$ cat src/rtl/xbus_arb.sv
// xbus_arb: two-master arbiter for the single-ported data bus in front of the
// address decoder. Round-robin on ties, burst limit bounds ownership, one idle
// turnaround cycle between owners.
// Optional build macro XBUS_ARB_FIXED_PRIO_EN: master 0 wins every tie and is
// never forced off the bus by the burst limit; master 1 still yields to a
// waiting master 0 after MAX_BURST accesses.
module xbus_arb #(
  parameter int unsigned DATA_W    = 32,
  parameter int unsigned ADDR_W    = 12,
  parameter int unsigned MAX_BURST = 4
) (
  input  logic              clk,
  input  logic              rst,
  input  logic              m0_req,
  input  logic              m0_we,
  input  logic [ADDR_W-1:0] m0_addr,
  input  logic [DATA_W-1:0] m0_wdata,
  output logic              m0_gnt,
  output logic              m0_ack,
  output logic [DATA_W-1:0] m0_rdata,
  input  logic              m1_req,
  input  logic              m1_we,
  input  logic [ADDR_W-1:0] m1_addr,
  input  logic [DATA_W-1:0] m1_wdata,
  output logic              m1_gnt,
  output logic              m1_ack,
  output logic [DATA_W-1:0] m1_rdata,
  output logic              s_sel,
  output logic              s_we,
  output logic [ADDR_W-1:0] s_addr,
  output logic [DATA_W-1:0] s_wdata,
  input  logic [DATA_W-1:0] s_rdata
);

  localparam int unsigned CNT_W = (MAX_BURST < 2) ? 1 : $clog2(MAX_BURST + 1);

  typedef enum logic {IDLE, OWN} state_t;

  state_t           state;
  logic             owner;
  logic             last_owner;
  logic [CNT_W-1:0] burst_cnt;

  logic             own_req;
  logic             oth_req;
  logic             issue;
  logic [CNT_W-1:0] cnt_next;
  logic             limit_hit;
  logic             may_force;
  logic             yield;
  logic             any_req;
  logic             pick;

  // Owner/other request view, burst accounting and idle-cycle choice
  always_comb begin
    own_req   = owner ? m1_req : m0_req;
    oth_req   = owner ? m0_req : m1_req;
    issue     = (state == OWN) && own_req;
    cnt_next  = (burst_cnt == CNT_W'(MAX_BURST)) ? burst_cnt : burst_cnt + CNT_W'(1);
    limit_hit = (cnt_next == CNT_W'(MAX_BURST));
`ifdef XBUS_ARB_FIXED_PRIO_EN
    may_force = owner;
`else
    may_force = 1'b1;
`endif
    yield     = own_req && oth_req && limit_hit && may_force;
    any_req   = m0_req || m1_req;
    if (m0_req && m1_req) begin
`ifdef XBUS_ARB_FIXED_PRIO_EN
      pick = 1'b0;
`else
      pick = ~last_owner;
`endif
    end else begin
      pick = m1_req;
    end
  end

  // Slave-side mux from the current owner; quiet (zero) when nobody owns the bus
  always_comb begin
    s_sel   = issue;
    s_we    = 1'b0;
    s_addr  = '0;
    s_wdata = '0;
    if (state == OWN) begin
      s_we    = owner ? m1_we    : m0_we;
      s_addr  = owner ? m1_addr  : m0_addr;
      s_wdata = owner ? m1_wdata : m0_wdata;
    end
  end

  // Read data is only presented to a master during its ack cycle
  always_comb begin
    m0_rdata = m0_ack ? s_rdata : '0;
    m1_rdata = m1_ack ? s_rdata : '0;
  end

  // Arbitration FSM with registered grants and acks
  always_ff @(posedge clk) begin
    if (rst) begin
      state      <= IDLE;
      owner      <= 1'b0;
      last_owner <= 1'b1;
      burst_cnt  <= '0;
      m0_gnt     <= 1'b0;
      m1_gnt     <= 1'b0;
      m0_ack     <= 1'b0;
      m1_ack     <= 1'b0;
    end else begin
      m0_ack <= issue && !owner;
      m1_ack <= issue && owner;
      case (state)
        IDLE: begin
          if (any_req) begin
            state     <= OWN;
            owner     <= pick;
            burst_cnt <= '0;
            m0_gnt    <= !pick;
            m1_gnt    <= pick;
          end
        end
        OWN: begin
          if (own_req) begin
            burst_cnt <= cnt_next;
          end
          if (!own_req || yield) begin
            state      <= IDLE;
            last_owner <= owner;
            m0_gnt     <= 1'b0;
            m1_gnt     <= 1'b0;
          end
        end
        default: begin
          state  <= IDLE;
          m0_gnt <= 1'b0;
          m1_gnt <= 1'b0;
        end
      endcase
    end
  end

endmodule

$ cat config.mk
export PLATFORM = sky130hd
export DESIGN_NAME = xbus_arb
export DESIGN_NICKNAME = d
export VERILOG_FILES = /design/src/rtl/xbus_arb.sv
export SDC_FILE = /design/constraint.sdc
export NUM_CORES = 1
export LEC_CHECK = 0
export ABC_AREA = 1
export ABC_CLOCK_PERIOD_IN_PS = 4100
export CORE_AREA = 2 2 94 96
export DETAILED_ROUTE_END_ITERATION = 7
export DIE_AREA = 0 0 96 98
export PLACE_DENSITY = 0.69
export SETUP_SLACK_MARGIN = 0.15
export SYNTH_ARGS = -nofsm -noshare
export SYNTH_HDL_FRONTEND = slang
export SYNTH_SLANG_ARGS = --single-unit
$ cat constraint.sdc
create_clock -name clk -period 4.1 [get_ports clk]
set_input_delay 0.82 -clock clk [delete_from_list [all_inputs] [get_ports clk]]
set_output_delay 0.82 -clock clk [all_outputs]
set_load 0.1 [all_outputs]
Yosys cells after proc, flatten, opt, wreduce, memory -nomap -nowiden:

Cells that the tools add are included.

* flip-flop bits (word level): 10
* input bits: 126
* output and inout bits: 114
* word-level logic and storage cells: 54

* add/subtract/negate cells: 1
* eq/ne operators: 5
* mux-type cells: 23
* bitwise operators: 2
* reductions and logical operators: 15

Operator list (count)
* 32-bit 2-to-1 mux: 4
* 12-bit 2-to-1 mux: 2
* 1-bit 2-to-1 mux: 10
* 3-bit 2-to-1 mux: 3
* 2-bit AND reduction: 4
* 3-bit equality test (second input constant): 2
* 1-bit logical AND: 6
* 1-bit case mux with 2 select lines: 3
* 3-bit case mux with 2 select lines: 1
* 2-bit by 1-bit inequality test with 1-bit output (second input constant): 2
* 3-bit by 1-bit adder with 3-bit output (second input constant): 1
* 1-bit logical NOT: 3
* 1-bit logical OR: 2
* 2-bit inequality test (second input constant): 1
* 1-bit NOT: 2

Longest topological paths before layout:

Gate-level depths: netlist (run 1).

* word-level depth: 7
* depth in mapped cells: 10

Worst setup path after synthesis (run 1):

Ideal clock, no wire load.

* path kind: in2out
* start point: input m0_wdata[7]
* end point: output s_wdata[7]
* data arrival time: 2.142 ns
* required time: 3.280 ns
* setup slack: 1.138 ns
* stages on the path: 2
* path through: o21ai_0 > nor2_1

* word-level cells in the longest chain between the ends: 2

RTL lines
* from (decl): RTL line 17 `input logic [DATA_W-1:0] m0_wdata,`
* 32-bit 2-to-1 mux: RTL line 88 `s_wdata = owner ? m1_wdata : m0_wdata;`
* 32-bit 2-to-1 mux: RTL line 85 `if (state == OWN) begin`
* to (decl): RTL line 31 `output logic [DATA_W-1:0] s_wdata,`

No other way between the ends.

Final worst setup path (run 1):

* start point: input m0_wdata[4]
* end point: output s_wdata[4]

Same word-level chain as after synthesis.

==> results of run 1 <==
[power groups by stage]
stage	sequential (uW)	combinational, uW	clock [uW]
after floorplan	122	429	0
after global placement	116	654	0
after detailed placement	117	657	0
after CTS	115	659	98.3
after global routing	116	683	105
final	114	655	98.0
[worst max-delay path: cells and delay by family]
kind            cells  cell delay [ns]
compound gates      1             0.07
buf+inv             2             0.83
simple gates        1             0.33
[worst max-delay path by stage]
| stage | from | to | slack (ns) | depth (start not counted) |
|---|---|---|---|---|
| detailed placement | m0_wdata[4] | s_wdata[4] | 1.19 | 4 |
| global placement | m0_wdata[4] | s_wdata[4] | 1.18 | 4 |
| floorplan | m0_wdata[7] | s_wdata[7] | 1.14 | 2 |
| finish | m0_wdata[4] | s_wdata[4] | 1.23 | 4 |
| CTS | m0_wdata[4] | s_wdata[4] | 1.19 | 4 |
| global route | m0_req | s_sel | 1.16 | 5 |
[metrics by stage]
| step | hold slack (ns) | util, % |
|---|---|---|
| 5_1_grt | 0.5233 | 45.43 |
| 3_3_place_gp | 0.4711 | 44.95 |
| 2_1_floorplan | 0.4463 | - |
| 3_5_place_dp | 0.4723 | 44.95 |
| 4_1_cts | 0.4834 | 45.43 |
| 6_report | 0.4823 | 45.43 |
[cells in the final DEF, fill, tap and decap left out]
cell and instances:
a21oi_2 2, a21oi_1 4, o21ai_2 3, nand3_1 9
dfxtp_1 10, o21ai_1 8, inv_1 70, ha_1 2
or2_1 1, o211ai_1 1, nand2_1 74, clkbuf_8 3
nand2_2 3, nand2_4 1, inv_2 4, buf_4 117
nor2_1 94, o21ai_0 37, and2_4 1, clkdlybuf4s50_1 127
[flip-flops by register name, indices dropped and copies added, names as in the netlist]
| register | count |
|---|---|
| state | 1 |
| m0_gnt | 1 |
| m1_gnt | 1 |
| owner | 1 |
| m1_ack | 1 |
| m0_ack | 1 |
| last_owner | 1 |
| burst_cnt | 3 |
[area by class of cell]
type                       count  share of cell area (%)
sequential                    10                   5.205
timing repair buffer         244                   55.89
tap                          108                   3.513
clock buffer                   3                   1.074
inverter                      74                   7.222
multi-input combinational    240                   27.10
[synth_stat cells (2+ instances only)]
| cell | instances |
|---|---|
| nand2_1 | 74 |
| buf_2 | 4 |
| nand2_2 | 3 |
| a21oi_1 | 4 |
| dfxtp_1 | 10 |
| buf_6 | 2 |
| a21oi_2 | 2 |
| inv_2 | 4 |
| clkbuf_1 | 14 |
| nand3_1 | 9 |
| o21ai_0 | 37 |
| o21ai_2 | 3 |
| nor2_1 | 94 |
| o21ai_1 | 8 |
| ha_1 | 2 |
| inv_1 | 70 |
[metal layers]
| layer | vias up | global-route usage, % | routed length (microns) |
|---|---|---|---|
| li1 | 1462 | - | - |
| met4 | 0 | 3.407 | 116 |
| met3 | 8 | 2.701 | 692 |
| met5 | - | 0 | 0 |
| met2 | 154 | 30.88 | 4052 |
| met1 | 1180 | 14.68 | 2976 |
[cells by family after synthesis]
group,count (synthesis)
and+or+nand+nor,183
buffers and inverters,95
AOI/OAI and AO/OA,55
DFF,10
adders and majority gates,2
==> summary.md, run 1 <==
| Metric | Value |
|---|---|
| Layout cell share with drive strength beyond 1 | `23.47%` |
| Layout area overhead | `137.0%` |
| Setup crit end kind | `output port` |
| Slew margin rel. | `28.93%` |
| P_int | `361.7 uW` |
| Crit-path max FO | `1` |
| Number of synthesized flops with an enable pin | `0` |
| Fin crit period | `2.870 ns` |
| Cells after synthesis | `345` |
| Flops & latches, synth | `10` |
| Synthesis warning total | `0` |
| Combinational Power Share | `75.5%` |
| Setup WS post-layout | `1.230 ns` |
| HPWL Detailed | `6636 microns` |
| Area contributors post-synth | `nor2_1 22%, nand2_1 17%, inv_1 16%` |
| Worst vdd ir | `0.0001402 V` |
| Core ar. | `8466 sq um` |
| Slew Limit Fails | `0` |
| Pleak | `0.002308 uW` |
| Largest net degree at the start of global routing | `50` |
| Worst flop-to-flop path startpoint | `burst_cnt[0]` |
| Drt pass-1 iters | `4` |
| CTS Buf Count | `3` |
| Worst-path clk slew | `0.04 ns` |
| Vias/cell | `4.130` |
| Sequential cell area | `200.2 sq um` |
| Via count | `2804` |
| Die span in x | `96 microns` |
| Die Y | `98 microns` |
| Fin cells | `679` |
| Setup Buffers After CTS | `0` |
| Switching Fraction | `58.32%` |
| PostCTS Resize Cnt | `0` |
| Ant. Diodes | `0` |
| Post-Synth Adder-Cell Area | `1.542%` |
| WP data required | `3.28 ns` |
| Pwr per Cell Area | `225.6 nW/um^2` |
| Total routed wirelength | `7837 microns` |
| Max Root-Sink Buffers | `2` |
| Post-Place Cell Area | `3805 sq um` |
| Netlist Area Pre-Place | `1623 sq um` |
| Post-Synth Simple-Gate Area | `44.41%` |
| CP Launch Type | `input port` |
| Final setup fails | `0` |
| Switching power | `506.1 uW` |
| H-tree Lvls | `1` |
| Layout Skew | `0.005070 ns` |
| Period utilization | `70.01%` |
| CP max stage cell | `clkdlybuf4s50_1` |
| CTS tree | `done` |
| Hold depth | `2` |
| Synth Area in XOR/XNOR | `0%` |
| Hold endpoint | `m1_gnt` |
| Status | `finished, final reports clean` |
| Mapped Avg Cell Area | `4.704 sq um` |
| Final nets | `701` |
| Seq pwr share | `13.2%` |
| Top-area cell type share of the netlist area | `21.74%` |
| # hold bufs at CTS | `0` |
| I/O pin cnt | `240` |
| Compound-Gate Fraction of Synth Area | `18.27%` |
| Die area | `9408 sq um` |
| Total power | `867.8 uW` |
| Drc violations | `0` |
| Final Cell Area | `3846 sq um` |
| Hold path start | `m1_gnt` |
| DP Cell Count | `676` |
| Initial Util | `19.17%` |
| WL/cell | `11.54 microns` |
| Global-route wire length before repair | `11520 microns` |
| # port buffers | `239` |
| Initial antenna violation count | `0` |
| Worst skew pair latency | `0.23 ns` |
| CTS root buf | `clkbuf_8` |
| Seq/Total Area, Yosys | `12.34%` |
| Crit Path Class | `input port to output port` |
| Count of final hold-check violations | `0` |
| Main combinational cell family by area after synthesis | `simple AND/OR/NAND/NOR gates` |
| Filler Cells Inserted | `858` |
| RSZ-0062 raised after global routing | `false` |
| RePlAce Congestion | `0.8679` |
| Cell variety after synth | `21` |
| Post-synthesis mux area share | `0%` |
| Top FF cell, synth | `dfxtp_1` |
| Number of global-route vias before repair | `2552` |
| Antenna Nets Post-Route | `0` |
| Clock power frac | `11.3%` |
| CTS sink cnt | `10` |
| R2r endpoint | `last_owner` |
| Synthesized Nets | `473` |
| Total GRT Usage | `14.98%` |
| Cell row count | `34` |
| Gr ovfl total | `0` |
| R2R setup slack | `2.59 ns` |
| CP cell instances | `clkdlybuf4s50_1 > o21ai_0 > nor2_1 > buf_4` |
| Setup_tns | `0 ns` |
| Synth area leader | `nor2_1` |
| Max Cap Viol | `0` |
| Ys async rst share | `0%` |
| Max stage delay on crit path | `0.46 ns` |
| Multi-input gate area | `1042 sq um` |
| Worst path arrival time | `2.05 ns` |
| Actual slew at the worst max-slew pin | `1.063 ns` |
| Worst min path class | `flop to flop` |
| Worst r2r path cells | `10` |
| DP Worst Slack | `1.191 ns` |
| Max frequency | `348.4 MHz` |
| DR iter-0 viols | `66` |
No activity file was read; power rests on OpenSTA's default activity.
==> inputs of run 2 (changes only) <==
--- a/config.mk
+++ b/config.mk
@@ -6,11 +6,11 @@
 export NUM_CORES = 1
 export LEC_CHECK = 0
 export ABC_AREA = 1
-export ABC_CLOCK_PERIOD_IN_PS = 4100
-export CORE_AREA = 2 2 94 96
+export ABC_CLOCK_PERIOD_IN_PS = 2900
+export CORE_AREA = 2 2 93 95
 export DETAILED_ROUTE_END_ITERATION = 7
-export DIE_AREA = 0 0 96 98
-export PLACE_DENSITY = 0.69
+export DIE_AREA = 0 0 95 97
+export PLACE_DENSITY = 0.7
 export SETUP_SLACK_MARGIN = 0.15
 export SYNTH_ARGS = -nofsm -noshare
 export SYNTH_HDL_FRONTEND = slang
==> constraint.sdc (replaced) <==
create_clock -name clk -period 2.9 [get_ports clk]
set_input_delay 0.58 -clock clk [delete_from_list [all_inputs] [get_ports clk]]
set_output_delay 0.58 -clock clk [all_outputs]
set_load 0.1 [all_outputs]
==> run 2 against run 1 <==
Effect of this change:
- final cell count decreased by 0.15%
- wire length rose by 15%
- count of clock-buffer cells in the layout rose by 1
- clock skew shrank 0.0038 ns
- worst setup slack worse by 0.66 ns
- critical endpoint is now s_sel
- largest power group unchanged
==> summary.md, run 2 (same netlist as run 1, synthesis figures left out) <==
| Metric | Value |
|---|---|
| Status | `finished, final reports clean (unchanged)` |
| Ant. Diodes | `0 (unchanged)` |
| Initial antenna violation count | `0 (unchanged)` |
| Pwr per Cell Area | `279.4 nW/um^2 (was 225.6 nW/um^2)` |
| Drt pass-1 iters | `4 (unchanged)` |
| Worst skew pair latency | `0.23 ns (about the same)` |
| CP max stage cell | `clkdlybuf4s50_1 (unchanged)` |
| Vias/cell | `4.292 (was 4.130)` |
| Antenna Nets Post-Route | `0 (unchanged)` |
| Layout Skew | `0.001271 ns (was 0.005070 ns)` |
| HPWL Detailed | `7678 microns (was 6636 microns)` |
| Setup crit end kind | `output port (unchanged)` |
| Most frequent cells in the layout | `125 x clkdlybuf4s50_1, 110 x buf_12, 94 x nor2_1, 74 x nand2_1, 70 x inv_1 (was 127 x clkdlybuf4s50_1, 117 x buf_4, 94 x nor2_1, 74 x nand2_1, 70 x inv_1)` |
| I/O pin cnt | `240 (unchanged)` |
| Setup Buffers After CTS | `0 (unchanged)` |
| Global-route wire length before repair | `14140 microns (was 11520 microns)` |
| Actual slew at the worst max-slew pin | `0.4558 ns (was 1.063 ns)` |
| Post-layout util | `64.36% (was 45.43%)` |
| CP bufs+invs | `3 (was 2)` |
| Die span in x | `95 microns (was 96 microns)` |
| CTS root buf | `clkbuf_8 (unchanged)` |
| # port buffers | `239 (unchanged)` |
| RSZ-0062 raised after global routing | `false (unchanged)` |
| Gr ovfl total | `0 (unchanged)` |
| Max Root-Sink Buffers | `2 (unchanged)` |
| CTS tree | `done (unchanged)` |
| Max Cap Viol | `0 (unchanged)` |
| Cell row count | `33 (was 34)` |
| Max stage delay on crit path | `0.53 ns (was 0.46 ns)` |
| Via count | `2910 (was 2804)` |
| Crit Path Class | `input port to output port (unchanged)` |
| Worst min path class | `flop to flop (unchanged)` |
| # hold bufs at CTS | `0 (unchanged)` |
| Core ar. | `8134 sq um (was 8466 sq um)` |
| Die Y | `97 microns (was 98 microns)` |
| Initial Util | `19.95% (was 19.17%)` |
| Worst vdd ir | `0.0001868 V (was 0.0001402 V)` |
| CP top delay family | `buffers and inverters (unchanged)` |
| Max reg flops | `3 (unchanged)` |
| Die area | `9215 sq um (was 9408 sq um)` |
| Final Hold Slack | `0.4871 ns (was 0.4823 ns)` |
| Period utilization | `80.23%` |
| Number of global-route vias before repair | `2909 (was 2552)` |
| Total GRT Usage | `19.02% (was 14.98%)` |
| Final Cell Area | `5235 sq um (was 3846 sq um)` |
| Layout area overhead | `222.6% (was 137.0%)` |
| Most common cell after layout, fill and taps aside | `clkdlybuf4s50_1 (unchanged)` |
| Filler Cells Inserted | `654 (was 858)` |
| CP Launch Type | `input port (unchanged)` |
| Drc violations | `0 (unchanged)` |
| Final nets | `702 (was 701)` |
| PostCTS Resize Cnt | `0 (unchanged)` |
| H-tree Lvls | `1 (unchanged)` |
| Fin crit period | `2.327 ns` |
| Final setup fails | `0 (unchanged)` |
| Slew Limit Fails | `0 (unchanged)` |
| CTS sink cnt | `10 (unchanged)` |
| CTS Buf Count | `3 (unchanged)` |
| Worst path arrival time | `1.75 ns (was 2.05 ns)` |
| CP cell instances | `clkdlybuf4s50_1 > inv_2 > o21ai_2 > and2_4 > buf_12 (was clkdlybuf4s50_1 > o21ai_0 > nor2_1 > buf_4)` |
| Total routed wirelength | `9027 microns (was 7837 microns)` |
| Largest net degree at the start of global routing | `50 (unchanged)` |
| Total power | `1463 uW (was 867.8 uW)` |
| Count of final hold-check violations | `0 (unchanged)` |
| Layout cell share with drive strength beyond 1 | `24.08% (was 23.47%)` |
| DR iter-0 viols | `72 (was 66)` |
| RePlAce Congestion | `0.8554 (was 0.8679)` |
| Pleak | `0.002658 uW (was 0.002308 uW)` |
| Crit-path max FO | `3 (was 1)` |
| WP data required | `2.32 ns (was 3.28 ns)` |
| Largest Register | `burst_cnt (unchanged)` |
| Max frequency | `429.8 MHz` |
| Worst-path clk slew | `0.05 ns (was 0.04 ns)` |
| Setup_tns | `0 ns (unchanged)` |
| Post-Place Cell Area | `5180 sq um (was 3805 sq um)` |
| WL/cell | `13.31 microns (was 11.54 microns)` |
| Slew margin rel. | `69.57% (was 28.93%)` |
## run 2: changes by cell type in the layout (fill, tap and decap cells not counted), sizes merged
cell and delta:
buf +3, clkbuf +1, clkdlybuf4s50 -2
## run 2: worst register-to-register path, stage by stage (launching register included)
cell and delay, ns:
dfxtp_1 0.39, inv_1 0.08, ha_1 0.29, inv_1 0.09
nand2_1 0.06, nor2_1 0.11, nand3_1 0.11, nand2_2 0.10
nand2_2 0.08, nand3_1 0.11, a21oi_2 0.05
## run 2: stage by stage
| stage | cells | worst slack (ns) |
|---|---|---|
| 2_1_floorplan | 345 | 0.2022 |
| 3_3_place_gp | 674 | 0.6331 |
| 3_5_place_dp | 674 | 0.6024 |
| 4_1_cts | 678 | 0.5945 |
| 5_1_grt | 678 | 0.4829 |
| 6_report | 678 | 0.5734 |
## run 2: final cells by class
type,instances,area [sq um],share of cell area [%]
timing repair buffer,245,3528,67.40
multi-input combinational,240,1042,19.91
inverter,74,277.8,5.306
sequential,10,200.2,3.824
tap,105,131.4,2.510
clock buffer,4,55.05,1.052
## run 2: worst paths after layout
path,slack [ns],startpoint,end,depth (start not counted)
setup reg to reg,1.30,burst_cnt[0],m0_gnt,10
hold reg to reg,0.49,last_owner,last_owner,2
hold / removal,0.49,last_owner,last_owner,2
setup / recovery,0.57,m0_req,s_sel,5
## run 2: per-layer routing
metal	up-vias	track usage [%]	share of wire (%)
met5	-	0	0
met4	0	4.905	2.2
met3	14	5.530	11
met2	163	38.90	55
met1	1264	17.49	32
li1	1469	-	-
## run 2: power breakdown
| part | total [uW] | switching (uW) | internal, uW |
|---|---|---|---|
| logic | 1140 | 704 | 436 |
| registers | 149 | 4.43 | 145 |
| clock network | 173 | 53.5 | 119 |
==> inputs of run 3 (changes only) <==
--- a/config.mk
+++ b/config.mk
@@ -6,11 +6,11 @@
 export NUM_CORES = 1
 export LEC_CHECK = 0
 export ABC_AREA = 1
-export ABC_CLOCK_PERIOD_IN_PS = 2900
-export CORE_AREA = 2 2 93 95
+export ABC_CLOCK_PERIOD_IN_PS = 2100
+export CORE_AREA = 2 2 92 94
 export DETAILED_ROUTE_END_ITERATION = 7
-export DIE_AREA = 0 0 95 97
-export PLACE_DENSITY = 0.7
+export DIE_AREA = 0 0 94 96
+export PLACE_DENSITY = 0.74
 export SETUP_SLACK_MARGIN = 0.15
 export SYNTH_ARGS = -nofsm -noshare
 export SYNTH_HDL_FRONTEND = slang
==> constraint.sdc (replaced) <==
create_clock -name clk -period 2.1 [get_ports clk]
set_input_delay 0.42 -clock clk [delete_from_list [all_inputs] [get_ports clk]]
set_output_delay 0.42 -clock clk [all_outputs]
set_load 0.1 [all_outputs]
==> run 3 against run 2 <==
Effect of this change:
- count of clock-buffer cells in the layout stayed put
- critical path type unchanged
- sequential power up 41%
- final cell count up 0.44%
- clock power rose by 38%
- combinational power is 48% higher
- via count increased by 3.2%
- highest routed layer unchanged
- power up 46%
- critical path depth stayed put
- flip-flop and latch count did not move
- wire length rose by 8.2%
- largest cell class unchanged
- critical endpoint unchanged
==> summary.md, run 3 (same netlist as run 1, synthesis figures left out) <==
| Metric | Value |
|---|---|
| Status | `finished, final reports clean (unchanged)` |
| Worst r2r path cells | `10 (unchanged)` |
| Drt pass-1 iters | `4 (unchanged)` |
| Count of final hold-check violations | `0 (unchanged)` |
| CP bufs+invs | `2 (was 3)` |
| Worst min path class | `flop to flop (unchanged)` |
| Worst path arrival time | `1.47 ns (was 1.75 ns)` |
| Antenna Nets Post-Route | `0 (unchanged)` |
| Cell row count | `33 (unchanged)` |
| Largest Register | `burst_cnt (unchanged)` |
| Gr ovfl total | `0 (unchanged)` |
| CTS sink cnt | `10 (unchanged)` |
| Layout cell share with drive strength beyond 1 | `43.06% (was 24.08%)` |
| Final setup fails | `0 (unchanged)` |
| Pwr per Cell Area | `363.7 nW/um^2 (was 279.4 nW/um^2)` |
| Period utilization | `90.18%` |
| Setup crit end kind | `output port (unchanged)` |
| Via count | `3004 (was 2910)` |
| Fin crit period | `1.894 ns` |
| CP cell instances | `clkdlybuf4s50_1 > nand2_2 > o21ai_4 > and2_4 > buf_12 (was clkdlybuf4s50_1 > inv_2 > o21ai_2 > and2_4 > buf_12)` |
| I/O pin cnt | `240 (unchanged)` |
| Hold depth | `2 (unchanged)` |
| DR iter-0 viols | `71 (was 72)` |
| Max Root-Sink Buffers | `2 (unchanged)` |
| Hold endpoint | `burst_cnt[1] (was last_owner)` |
| RePlAce Congestion | `0.7700 (was 0.8554)` |
| Max Cap Viol | `0 (unchanged)` |
| # port buffers | `239 (unchanged)` |
| Worst vdd ir | `0.0002666 V (was 0.0001868 V)` |
| Global-route wire length before repair | `14460 microns (was 14140 microns)` |
| WP data required | `1.68 ns (was 2.32 ns)` |
| H-tree Lvls | `1 (unchanged)` |
| R2R setup slack | `0.59 ns (was 1.30 ns)` |
| Setup_tns | `0 ns (unchanged)` |
| CTS Buf Count | `3 (unchanged)` |
| Most common cell after layout, fill and taps aside | `clkdlybuf4s50_1 (unchanged)` |
| Layout Skew | `0.001786 ns (was 0.001271 ns)` |
| R2r endpoint | `last_owner (was m0_gnt)` |
| Initial Util | `20.16% (was 19.95%)` |
| CP Launch Type | `input port (unchanged)` |
| Die area | `9024 sq um (was 9215 sq um)` |
| WL/cell | `14.34 microns (was 13.31 microns)` |
| Ant. Diodes | `0 (unchanged)` |
| Slew margin rel. | `73.15% (was 69.57%)` |
| Total power | `2134 uW (was 1463 uW)` |
| Die Y | `96 microns (was 97 microns)` |
| CTS tree | `done (unchanged)` |
| Number of global-route vias before repair | `2956 (was 2909)` |
| Slew Limit Fails | `0 (unchanged)` |
| Initial antenna violation count | `0 (unchanged)` |
| Core ar. | `8051 sq um (was 8134 sq um)` |
| Crit-path max FO | `3 (unchanged)` |
| Final nets | `705 (was 702)` |
| CTS root buf | `clkbuf_8 (unchanged)` |
| Actual slew at the worst max-slew pin | `0.3985 ns (was 0.4558 ns)` |
| Worst skew pair latency | `0.24 ns (was 0.23 ns)` |
| Max stage delay on crit path | `0.52 ns (was 0.53 ns)` |
| Final Hold Slack | `0.5040 ns (was 0.4871 ns)` |
| CP top delay family | `buffers and inverters (unchanged)` |
| Drc violations | `0 (unchanged)` |
| CP max stage cell | `clkdlybuf4s50_1 (unchanged)` |
| Worst flop-to-flop path startpoint | `burst_cnt[0] (unchanged)` |
| Max reg flops | `3 (unchanged)` |
| Filler Cells Inserted | `547 (was 654)` |
| Die span in x | `94 microns (was 95 microns)` |
| Pleak | `0.002117 uW (was 0.002658 uW)` |
| Max frequency | `528.1 MHz` |
| Most frequent cells in the layout | `124 x clkdlybuf4s50_1, 115 x buf_12, 74 x nand2_1, 60 x clkinvlp_4, 49 x nor2_1 (was 125 x clkdlybuf4s50_1, 110 x buf_12, 94 x nor2_1, 74 x nand2_1, 70 x inv_1)` |
| Hold path start | `burst_cnt[1] (was last_owner)` |
| Layout area overhead | `261.4% (was 222.6%)` |
| Vias/cell | `4.411 (was 4.292)` |
| Total routed wirelength | `9763 microns (was 9027 microns)` |
| RSZ-0062 raised after global routing | `false (unchanged)` |
| HPWL Detailed | `8601 microns (was 7678 microns)` |
| Total GRT Usage | `20.24% (was 19.02%)` |
| Crit Path Class | `input port to output port (unchanged)` |
| Worst-path clk slew | `0.04 ns (was 0.05 ns)` |
| Largest net degree at the start of global routing | `47 (was 50)` |
run 3: final cells by class:
cell class | count | area (sq um) | area share (%)
multi-input cells | 240 | 1358 | 23.14
repair buffers | 248 | 3616 | 61.65
clock buffers | 4 | 55.05 | 0.9386
inverters | 74 | 503.0 | 8.575
well taps | 105 | 131.4 | 2.240
flip-flops and latches | 10 | 202.7 | 3.456
run 3: per-stage QoR:
stage	setup slack (ns)	instances	util [%]	cell area [sq um]
detailed placement	0.1257	676	71.95	5793
CTS	0.1637	681	72.82	5863
floorplan	0.005047	345	-	2158
global route	0.1588	681	72.85	5866
finish	0.2063	681	72.85	5866
global placement	0.1622	676	71.95	5793
run 3: what timing repair did:
action	CTS	global route
pin swaps	1	0
endpoints found under the setup margin	1	1
setup buffers	1	0
hold buffers	0	0
resized for setup	1	1
cloned	0	0
run 3: routing by layer:
metal / wire length, microns / up-vias / share of wire, % / track usage [%]
met5: 0 / - / 0 / 0
met4: 142 / 0 / 1.5 / 4.469
met3: 1001 / 11 / 10 / 7.283
met2: 5596 / 157 / 57 / 42.86
met1: 3023 / 1364 / 31 / 17.88
li1: - / 1472 / - / -
run 3: tightest hold or removal path: cells and delay by family, from the launching register on:
kind | cells | cell delay [ns]
DFF | 1 | 0.32
AOI/OAI and AO/OA | 1 | 0.05
and+or+nand+nor | 1 | 0.09
run 3: worst max-delay path by stage:
| stage | from | end | slack (ns) | cells past startpoint |
|---|---|---|---|---|
| 2_1_floorplan | owner | s_wdata[10] | 0.005 | 5 |
| 3_3_place_gp | m0_req | s_sel | 0.16 | 5 |
| 3_5_place_dp | m0_req | s_sel | 0.13 | 5 |
| 4_1_cts | m0_req | s_sel | 0.16 | 5 |
| 5_1_grt | owner | s_addr[1] | 0.16 | 4 |
| 6_report | m1_req | s_sel | 0.21 | 5 |
run 3: power breakdown:
group | internal, uW | switching (uW) | total, uW | leakage (uW)
sequential | 201 | 9.21 | 210 | 0.0000828
combinational | 653 | 1030 | 1690 | 0.00201
clock | 165 | 73.1 | 238 | 0.0000288
==> variant 1, RTL diff (flow settings as in run 2) <==
The option `XBUS_ARB_FIXED_PRIO_EN` is turned on by a define.
--- a/src/rtl/xbus_arb.sv
+++ b/src/rtl/xbus_arb.sv
@@ -4,6 +4,8 @@
 // Optional build macro XBUS_ARB_FIXED_PRIO_EN: master 0 wins every tie and is
 // never forced off the bus by the burst limit; master 1 still yields to a
 // waiting master 0 after MAX_BURST accesses.
+`define XBUS_ARB_FIXED_PRIO_EN
+
 module xbus_arb #(
   parameter int unsigned DATA_W    = 32,
   parameter int unsigned ADDR_W    = 12,
Check against the original RTL: not equivalent (Yosys sat finds a counterexample within 4 cycles, from zero or initial values and one cycle with rst high).
==> variant 1 against run 2 <==
  * Synthesized cell count did not move
  * Register-to-register slack improved by 0.11 ns
  * Sequential power fell by 9%
  * Setup slack improved by 0.068 ns
  * Cell area barely moved
  * Critical endpoint unchanged
  * Count of clock-buffer cells in the layout did not move
  * Wire length fell by 5.4%
  * Cell count did not move
  * Synthesized area fell by 1.8%
  * Largest power group unchanged
  * Global-route usage fell by 0.53 points
  * Sequential cell count fell by 1
  * Total power fell by 4.9%
==> variant 1: results (changes against run 2) <==
clock-root-buffer: "clkbuf_8"  # unchanged
synth.yosys.warnings: 0  # unchanged
final_nets: 702  # unchanged
hpwl_mm: 7.37  # was 7.68 mm
cts_resized: 0  # unchanged
fin_skew_ns: 0.00199  # was 0.00127 ns
vias_per_cell: 4.25  # was 4.29
drt_iter0_drc: 48  # was 72
htree_num_levels: 1  # unchanged
final_layout_size_suffix_gt1_frac: 0.248  # was 0.241
path_delay_family: "buffers and inverters"  # unchanged
hp-class: "flop to flop"  # unchanged
numCtsBuffers: 3  # unchanged
cts_setup_buffers: 0  # unchanged
reg2reg_from: "state$_SDFF_PP0_"  # was burst_cnt[0]$_SDFFE_PP0P_
finalHoldWorstSlack_ns: 0.481  # was 0.487 ns
synthTopCellsByCount: "nor2_1, nand2_1, inv_1"  # unchanged
grt_first_pass_wirelength_mm: 13.7  # was 14.1 mm
io_buffers: 239  # unchanged
ys.flop_type: "dfxtp_1"  # unchanged
min-delay-start: "m1_gnt$_SDFFE_PP0P_"  # was last_owner$_SDFFE_PP1P_
clk_latency_ns: 0.23  # about the same
grt_pass1_vias: 2902  # was 2,909
reg2regPathDepth: 8  # was 10
grt_max_degree: 51  # was 50
synth-seq-area-share: 0.113  # was 0.123
largest_reg_flops: 3  # unchanged
peakVddDrop_uv: 178  # was 187 uV
routedWlPerCell_um: 12.6  # was 13.3 um
regToRegEndpoint: "burst_cnt[0]$_SDFFE_PP0P_"  # was m0_gnt$_SDFFE_PP0P_
min_delay_path_depth: 2  # unchanged
cp_slowest_cell: "clkdlybuf4s50_1"  # unchanged
max_stage_delay_ns: 0.49  # was 0.53 ns
diodes: 0  # unchanged
critPathMaxFanout: 3  # unchanged
path_clk_slew_ns: 0.04
synthDistinctLibCells: 21  # unchanged
status: "completed"  # unchanged
timing.slew.headroom: 0.688  # was 0.696
routabilityCongestion: 0.789  # was 0.855
synth_area_leaders: "nor2_1, nand2_1, inv_1"  # unchanged
clock_path_buffers: 2  # unchanged
antenna_found_initial: 0  # unchanged
first_pass_iters: 4  # unchanged
r2r_setup_slack_ns: 1.41  # was 1.30 ns
regMostFlops: "burst_cnt"  # unchanged
grt.total_usage: 0.185  # was 0.190
hold_end: "m1_gnt$_SDFFE_PP0P_"  # was last_owner$_SDFFE_PP1P_
cp_data_arrival_time_ns: 1.68  # was 1.75 ns
p_leak_nw: 2.63  # was 2.66 nW
synth-async-reset-ratio: 0  # unchanged
## variant 1: cell types whose count changed in the layout (fill, tap and decap cells not counted), moves of 2 or more
cell | before | now
nor2_1 | 94 | 82
nor2_2 | 0 | 10
o21ai_0 | 37 | 45
o21ai_1 | 8 | 1
nand2_1 | 74 | 79
nand2_2 | 3 | 0
a21oi_1 | 4 | 6
a21oi_2 | 2 | 0
nor3_1 | 0 | 2
o21ai_2 | 3 | 1
## variant 1: cell families after synthesis
kind of cell	count (synthesis)	share of synthesized area
DFF	9	0.113
AOI/OAI and AO/OA	54	0.179
adders and majority gates	2	0.0157
buffers and inverters	96	0.237
and+or+nand+nor	184	0.455
## variant 1: routing by layer
metal	up-vias	wire length, um	global-route usage
met4	0	329	0.0713
met3	20	788	0.0460
met2	150	4660	0.369
li1	1465	-	-
met5	-	0	0
met1	1244	2760	0.173
## variant 1: worst max path at each step
stage | start | to | slack (ns) | cells after the start
3_5_place_dp | m0_req | s_sel | 0.65 | 6
2_1_floorplan | state$_SDFF_PP0_ | s_addr[10] | 0.15 | 4
5_1_grt | m0_req | s_sel | 0.59 | 6
3_3_place_gp | m0_req | s_sel | 0.66 | 6
6_report | m0_req | s_sel | 0.64 | 6
4_1_cts | m0_req | s_sel | 0.64 | 6
## variant 1: cell type report
class	instances	area (um2)
inverter	75	284
sequential	9	180
clock buffer	4	45.0
tap	105	131
fill	654	2900
multi-input combinational	240	1060
timing repair buffer	245	3530
## variant 1: tightest hold or removal path: cells and delay by family, from the launching register on
kind / cells / cell delay (ns)
flops: 1 / 0.30
simple gates: 1 / 0.08
compound gates: 1 / 0.05
## variant 1: through the flow
| stage | cells | total power [W] | setup WS [ns] | instance area (um2) |
|---|---|---|---|---|
| after floorplan | 345 | 0.000755 | 0.153 | 1620 |
| after global placement | 674 | 0.00125 | 0.664 | 5180 |
| after detailed placement | 674 | 0.00126 | 0.647 | 5180 |
| after CTS | 678 | 0.00140 | 0.643 | 5230 |
| after global routing | 678 | 0.00145 | 0.586 | 5230 |
| final | 678 | 0.00139 | 0.642 | 5230 |
## variant 1: where the power goes
group	leakage, nW	switching (W)	internal (W)
Clock	0.0228	0.0000448	0.0000954
Sequential	0.0737	0.00000446	0.000131
Combinational	2.54	0.000684	0.000431
==> variant 2, RTL diff (flow settings as in run 2) <==
Made on the original files. Make the reset (`rst`) asynchronous in one clocked block.
--- a/src/rtl/xbus_arb.sv
+++ b/src/rtl/xbus_arb.sv
@@ -96,7 +96,7 @@
   end
 
   // Arbitration FSM with registered grants and acks
-  always_ff @(posedge clk) begin
+  always_ff @(posedge clk or posedge rst) begin
     if (rst) begin
       state      <= IDLE;
       owner      <= 1'b0;
Formal check against the unedited RTL: differs if rst is asserted again (counterexample within 4 cycles, from zero or initial values and one cycle with rst high); with rst held inactive, the same outputs for 10 cycles.
==> variant 2 against run 2 <==
  * Setup slack gained 0.021 ns
  * Synthesized area grew 7.9%
  * Die area is the same
  * Wire length shrank 1.4%
  * Count of clock-buffer cells in the layout is the same
  * Cell area grew 2.1%
  * Clock skew is essentially flat
  * Sequential cell count is the same
  * Critical path depth grew 1
  * Synthesized cell count shrank 0.87%
Power is not shown: default switching activity piles up to over one toggle a cycle in this logic, so the estimate is an artifact.
==> variant 2: results (changes against run 2) <==
grtUsageMet1: 0.171  # was 0.175
met2_usage: 0.385  # was 0.389
hpwl_mm: 7.81  # was 7.68 mm
synth-async-reset-ratio: 1.00  # was 0
nFillCells: 640  # was 654
synth_compound_gate_area_share: 0.162  # was 0.183
bufAreaShareNonClock: 0.663  # was 0.674
synth-seq-area-share: 0.144  # was 0.123
reg2reg_from: "burst_cnt[0]$_DFFE_PP0P_"  # was burst_cnt[0]$_SDFFE_PP0P_
final_layout_size_suffix_gt1_frac: 0.297  # was 0.241
buffers_excl_clock: 247  # was 245
routed-wl-met2_mm: 4.99  # was 5.00 mm
dp_slack_ns: 0.594  # was 0.602 ns
grt.total_usage: 0.189  # was 0.190
seq_area_frac: 0.0471  # was 0.0382
multi_input_area_share: 0.202  # was 0.199
syn_to_final_growth_pct: 205  # was 223%
synthAdderAreaFrac: 0.0143  # was 0.0154
grt.met3_usage: 0.0670  # was 0.0553
wl_met1_mm: 2.72  # was 2.86 mm
final_nets: 701  # was 702
status: "completed"  # unchanged
synth_area_leaders: "nand2_1, inv_1, nor2_1"  # was nor2_1, nand2_1, inv_1
grt_first_pass_wirelength_mm: 13.9  # was 14.1 mm
design.seq.count: 10  # unchanged
ys.flop_type: "dfrtp_1"  # was dfxtp_1
-- variant 2: cell count changes after synthesis, moves of 7 or more --
cell,run 2,this run
nor2_2,0,30
nor2_1,94,63
o21ai_0,37,44
dfxtp_1,10,0
dfrtp_1,0,9
-- variant 2: worst min path at each step --
stage                                          end  depth (start not counted)
after CTS                   last_owner$_DFFE_PP1P_                          2
after floorplan           burst_cnt[0]$_DFFE_PP0P_                          1
final                       last_owner$_DFFE_PP1P_                          2
after detailed placement    last_owner$_DFFE_PP1P_                          2
after global placement      last_owner$_DFFE_PP1P_                          2
after global routing        last_owner$_DFFE_PP1P_                          2
-- variant 2: logic make-up (layout without fill, tap and decap cells) --
kind of cell / count (synthesis) / after routing
DFF: 10 / 10
and+or+nand+nor: 179 / 179
buffers and inverters: 97 / 327
adders and majority gates: 2 / 2
AOI/OAI and AO/OA: 54 / 54
